===== src/rtl/lsu_pkg.sv =====
// lsu_pkg: shared memory size, access-size encodings and FSM states for the load/store unit.
package lsu_pkg;
   localparam int unsigned MEM_SIZE = 4096;
   localparam logic [2:0] SZ_BYTE = 3'd1;
   localparam logic [2:0] SZ_HALF = 3'd2;
   localparam logic [2:0] SZ_WORD = 3'd4;
   typedef enum logic [1:0] {
      LSU_IDLE   = 2'd0,
      LSU_ACCESS = 2'd1,
      LSU_RESP   = 2'd2
   } lsu_state_e;
   function automatic logic size_ok(input logic [2:0] size);
      return size == SZ_BYTE || size == SZ_HALF || size == SZ_WORD;
   endfunction
endpackage


===== src/rtl/lsu_check.sv =====
// lsu_check: flags accesses with a bad size, a misaligned address or a range past the end of memory.
module lsu_check
   import lsu_pkg::*;
#(
   parameter int unsigned MEM_BYTES = MEM_SIZE
) (
   input  logic [31:0] addr,
   input  logic [2:0]  size,
   output logic        fault
);
   logic [32:0] end_addr;
   always_comb begin
      // 33-bit sum so an access wrapping past 0xFFFFFFFF is out of range
      end_addr = {1'b0, addr} + {30'd0, size};
      fault = !size_ok(size) ||
              (size == SZ_HALF && addr[0]) ||
              (size == SZ_WORD && addr[1:0] != 2'b00) ||
              end_addr > 33'(MEM_BYTES);
   end
endmodule


===== src/rtl/lsu.sv =====
// lsu: load/store unit between execute and the big-endian ram, one RAM cycle per request.
// Define LSU_ADDR_CHECK_EN to enable size/alignment/range exceptions.
module lsu
   import lsu_pkg::*;
#(
   parameter int unsigned MEM_BYTES = MEM_SIZE
) (
   input  logic        i_clk,
   input  logic        i_rst_n,
   input  logic        i_req_valid,
   output logic        o_req_ready,
   input  logic        i_req_we,
   input  logic [2:0]  i_req_size,
   input  logic        i_req_sign,
   input  logic [31:0] i_req_addr,
   input  logic [31:0] i_req_wdata,
   input  logic [4:0]  i_req_rd,
   output logic        o_rsp_valid,
   input  logic        i_rsp_ready,
   output logic [31:0] o_rsp_data,
   output logic [4:0]  o_rsp_rd,
   output logic        o_rsp_exc,
   output logic [31:0] o_rsp_badaddr,
   output logic [31:0] o_mem_addr,
   output logic [2:0]  o_mem_insize,
   output logic        o_mem_insign,
   output logic [2:0]  o_mem_outsize,
   output logic [31:0] o_mem_data,
   input  logic [31:0] i_mem_data
);
   lsu_state_e  state_q, state_d;
   logic        we_q, we_d;
   logic [2:0]  size_q, size_d;
   logic        sign_q, sign_d;
   logic [31:0] addr_q, addr_d;
   logic [31:0] wdata_q, wdata_d;
   logic [31:0] rsp_data_q, rsp_data_d;
   logic [4:0]  rsp_rd_q, rsp_rd_d;
   logic        rsp_exc_q, rsp_exc_d;
   logic [31:0] rsp_badaddr_q, rsp_badaddr_d;
   logic        accept, fault, access;
   logic [2:0]  ram_size;

`ifdef LSU_ADDR_CHECK_EN
   lsu_check #(.MEM_BYTES(MEM_BYTES)) u_check (
      .addr  (i_req_addr),
      .size  (i_req_size),
      .fault (fault)
   );
`else
   // the memory range only matters when checking is enabled
   assign fault = (MEM_BYTES == 0) && 1'b0;
`endif

   assign o_req_ready = state_q == LSU_IDLE || (state_q == LSU_RESP && i_rsp_ready);
   assign access      = state_q == LSU_ACCESS;
   assign ram_size    = (access && size_ok(size_q)) ? size_q : 3'd0;

   always_comb begin
      accept        = i_req_valid && o_req_ready;
      state_d       = state_q;
      we_d          = we_q;
      size_d        = size_q;
      sign_d        = sign_q;
      addr_d        = addr_q;
      wdata_d       = wdata_q;
      rsp_data_d    = rsp_data_q;
      rsp_rd_d      = rsp_rd_q;
      rsp_exc_d     = rsp_exc_q;
      rsp_badaddr_d = rsp_badaddr_q;
      if (accept) begin
         we_d          = i_req_we;
         size_d        = i_req_size;
         sign_d        = i_req_sign;
         addr_d        = i_req_addr;
         wdata_d       = i_req_wdata;
         rsp_rd_d      = i_req_rd;
         rsp_data_d    = 32'd0;
         rsp_exc_d     = fault;
         rsp_badaddr_d = fault ? i_req_addr : 32'd0;
         state_d       = fault ? LSU_RESP : LSU_ACCESS;
      end else if (state_q == LSU_ACCESS) begin
         rsp_data_d = we_q ? 32'd0 : i_mem_data;
         state_d    = LSU_RESP;
      end else if (state_q == LSU_RESP && i_rsp_ready) begin
         state_d = LSU_IDLE;
      end
   end

   always_ff @(posedge i_clk or negedge i_rst_n) begin
      if (!i_rst_n) begin
         state_q       <= LSU_IDLE;
         we_q          <= 1'b0;
         size_q        <= 3'd0;
         sign_q        <= 1'b0;
         addr_q        <= 32'd0;
         wdata_q       <= 32'd0;
         rsp_data_q    <= 32'd0;
         rsp_rd_q      <= 5'd0;
         rsp_exc_q     <= 1'b0;
         rsp_badaddr_q <= 32'd0;
      end else begin
         state_q       <= state_d;
         we_q          <= we_d;
         size_q        <= size_d;
         sign_q        <= sign_d;
         addr_q        <= addr_d;
         wdata_q       <= wdata_d;
         rsp_data_q    <= rsp_data_d;
         rsp_rd_q      <= rsp_rd_d;
         rsp_exc_q     <= rsp_exc_d;
         rsp_badaddr_q <= rsp_badaddr_d;
      end
   end

   // RAM strobes derive from the async-reset state, so reset kills a store cycle at once
   assign o_mem_addr    = addr_q;
   assign o_mem_data    = wdata_q;
   assign o_mem_insize  = we_q ? 3'd0 : ram_size;
   assign o_mem_outsize = we_q ? ram_size : 3'd0;
   assign o_mem_insign  = access && !we_q && sign_q;
   assign o_rsp_valid   = state_q == LSU_RESP;
   assign o_rsp_data    = rsp_data_q;
   assign o_rsp_rd      = rsp_rd_q;
   assign o_rsp_exc     = rsp_exc_q;
   assign o_rsp_badaddr = rsp_badaddr_q;
endmodule


===== config.mk =====
export PLATFORM = sky130hd
export DESIGN_NAME = lsu
export DESIGN_NICKNAME = d
export VERILOG_FILES = /design/src/rtl/lsu_pkg.sv /design/src/rtl/lsu_check.sv /design/src/rtl/lsu.sv
export SDC_FILE = /design/constraint.sdc
export NUM_CORES = 1
export LEC_CHECK = 0
export CORE_AREA = 2 2 98 100
export DETAILED_ROUTE_END_ITERATION = 16
export DIE_AREA = 0 0 100 102
export DONT_BUFFER_PORTS = 1
export GPL_TIMING_DRIVEN = 1
export PLACE_DENSITY = 0.76
export SLEW_MARGIN = 20
export SYNTH_ARGS = -nofsm -noshare
export SYNTH_HDL_FRONTEND = slang
export SYNTH_HIERARCHICAL = 1
export SYNTH_SLANG_ARGS = --single-unit

===== constraint.sdc =====
create_clock -name i_clk -period 2.75 [get_ports i_clk]
set_input_delay 0.55 -clock i_clk [delete_from_list [all_inputs] [get_ports i_clk]]
set_output_delay 0.55 -clock i_clk [all_outputs]
set_load 0.01 [all_outputs]

==> flow_summary.json <==
{
  "fp.dieH_um": 102,
  "netSwitchingPower_mw": 0.538,
  "diodes": 0,
  "critPathKind": "flop to output pin",
  "combPwrFrac_pct": 1.0,
  "start_util_pct": 50.2,
  "grt_max_degree": 109,
  "p_sw_share_pct": 21.9,
  "clock-skew-final_ps": 13.1,
  "cts_max_level": 3,
  "hold_viol": 108,
  "die_x_um": 100,
  "syn_area_um2": 4570,
  "cts_tree": "yes",
  "fin_crit_sh_pct": 73.0,
  "die_area_um2": 10200,
  "place_congestion": 0.771,
  "track_usage_pct": 16.1,
  "pwr-share-clk_pct": 34.5,
  "drc": 0,
  "antenna_found_initial": 0,
  "final_core_util_pct": 50.8,
  "cp_slowest_cell": "dfrtp_1",
  "drv_slew": 0,
  "clk_path_buf_depth": 2,
  "cts_made_buffers": 9,
  "port_buffers": 0,
  "path_buf_inv": 0,
  "vias": 2210,
  "start_kind": "flop",
  "drtPass1Iterations": 4,
  "coreArea_um2": 9110,
  "place_area_um2": 4460,
  "end_kind": "output pin",
  "reg2regPathDepth": 4,
  "setup_ws_ps": 742,
  "worstSkewPairLatency_ps": 350,
  "path_clk_slew_ps": 100,
  "ys_seq_elements": 108,
  "p_per_area_nw_per_um2": 531,
  "fin_cells": 402,
  "finalSetupTns_ps": 0,
  "path_cells": "o21ai_0 > o2111ai_1 > nor2_1",
  "place.detailed.hpwl_mm": 6.04,
  "placementRows": 35,
  "rsz0062_at_grt": "false",
  "yosysWarningCount": 6,
  "drtIter0Drc": 75,
  "cts.sinks": 108,
  "outcome": "finished with violations",
  "final_antenna_net_count": 0,
  "final_nets": 396,
  "io_pins": 253,
  "wl_per_cell_um": 21.1,
  "internal_power_mw": 1.92,
  "cts_root_buffer": "clkbuf_8",
  "violations": "hold timing",
  "drv_cap": 0,
  "synth_cells": 286,
  "synth.distinct_cells": 21,
  "vdd.ir_drop.worst_mv": 0.305,
  "fmax_mhz": 498,
  "holdWs_ps": -121,
  "syn_avg_cell_area_um2": 16.0,
  "ff2ff_setup_slack_ps": 940,
  "finalCriticalPeriod_ps": 2010,
  "dp_cells": 386,
  "seqPwrFrac_pct": 64.5,
  "tightest_slew_ps": 682,
  "grt_pass1_wl_mm": 12.6,
  "min_path_type": "input port to asynchronous set/reset pin",
  "p_leak_nw": 2.51,
  "crit_family": "flip-flops",
  "regToRegStartpoint": "state_q[1]",
  "worstPathArrival_ps": 1460,
  "first_global_vias": 2305,
  "place_ws_ps": 913,
  "syn2layout_area_growth_pct": 1.31,
  "fin_area_um2": 4630,
  "relSlewSlack_pct": 54.5,
  "synth.yosys.seq_area_share_pct": 59.1,
  "setup_viol": 0,
  "crit_fanout": 5,
  "grt_overflow": 0,
  "drive_above_1_share_pct": 33.7,
  "cp_slowest_stage_delay_ps": 450,
  "p_total_mw": 2.46,
  "crit_required_ps": 2200,
  "detail_route.vias_per_cell": 5.50,
  "r2r-end": "o_mem_addr[13]",
  "cts_resized": 0,
  "drt_wl_total_mm": 8.47
}
## per-layer routing
layer	share of wire (%)	wire length [µm]	up-vias	global-route usage [%]
met3	9.1	771	11	6.22
met4	1.4	120	0	5.37
met5	0	0	-	0
met2	52	4410	146	28.1
met1	37	3170	1110	18.1
li1	-	-	943	-
## how the worst max path moves through the flow
stage,cells after the start,endpoint,from
2_1_floorplan,4,o_mem_insign,state_q[0]
5_1_grt,3,o_mem_outsize[1],size_q[0]
4_1_cts,3,o_mem_insize[2],state_q[0]
3_5_place_dp,3,o_mem_addr[13],i_rsp_ready
6_report,3,o_mem_outsize[1],size_q[2]
3_3_place_gp,3,o_mem_addr[13],i_rsp_ready
## state kept, by name, summed over array words and instances (netlist names)
name        flops
state_q         2
sign_q          1
we_q            1
o_rsp_data     32
o_rsp_rd        5
o_mem_addr     32
o_mem_data     32
size_q          3
## cell type report
cell class / instances / area, µm²
clock buffer: 9 / 124
clock inverter: 7 / 48.8
fill: 752 / 4480
inverter: 6 / 22.5
multi-input combinational: 157 / 1560
sequential: 108 / 2700
tap: 111 / 139
timing repair buffer: 4 / 30.0
## synthesized netlist by cell type, drive strengths merged
master,count,area (µm²)
a22o,32,280
o22ai,1,6.26
o2111ai,1,8.76
inv,6,22.5
nor2b,2,12.5
nor3,1,16.3
dfrtp,108,2700
o21ai,3,15.0
and2,1,6.26
buf,47,408
o211ai,1,21.3
xor2,1,8.76
conb,1,3.75
nor2,4,15.0
and4,3,26.3
mux2,74,1020
## power groups by stage
stage / sequential [mW] / combinational [mW] / clock, mW
floorplan: 1.62 / 0.0573 / 0
global placement: 1.62 / 0.0224 / 0
detailed placement: 1.62 / 0.0224 / 0
CTS: 1.59 / 0.0224 / 0.887
global route: 1.59 / 0.0271 / 0.965
finish: 1.59 / 0.0239 / 0.850
## cell families (layout without fill, tap and decap cells)
kind of cell / count (synthesis) / in the layout / synth area share [%]
xor gates and xnor gates: 1 / 1 / 0.192
DFF: 108 / 108 / 59.1
buffers and inverters: 53 / 26 / 9.42
other: 1 / 33 / 0.0820
AOI/OAI and AO/OA: 38 / 38 / 7.25
and+or+nand+nor: 11 / 11 / 1.67
muxes: 74 / 74 / 22.3
## timing repair
item | CTS | global route
hold endpoints to repair | 108 | 108
setup endpoints to repair | 0 | 0
buffers inserted | 0 | 0
## layout by cell type, fill, tap and decap left out, drive strengths merged
cell type | Yosys | final
dfrtp | 108 | 108
mux2 | 74 | 74
conb | 1 | 33
a22o | 32 | 32
clkbuf | 0 | 9
inv | 6 | 8
nor2 | 4 | 4
buf | 47 | 4
clkinv | 0 | 4
o21ai | 3 | 3
and4 | 3 | 3
nor2b | 2 | 2
xor2 | 1 | 1
o2111ai | 1 | 1
nor3 | 1 | 1
and2 | 1 | 1
o211ai | 1 | 1
o22ai | 1 | 1
clkinvlp | 0 | 1
No activity file was read; power rests on OpenSTA's default activity.
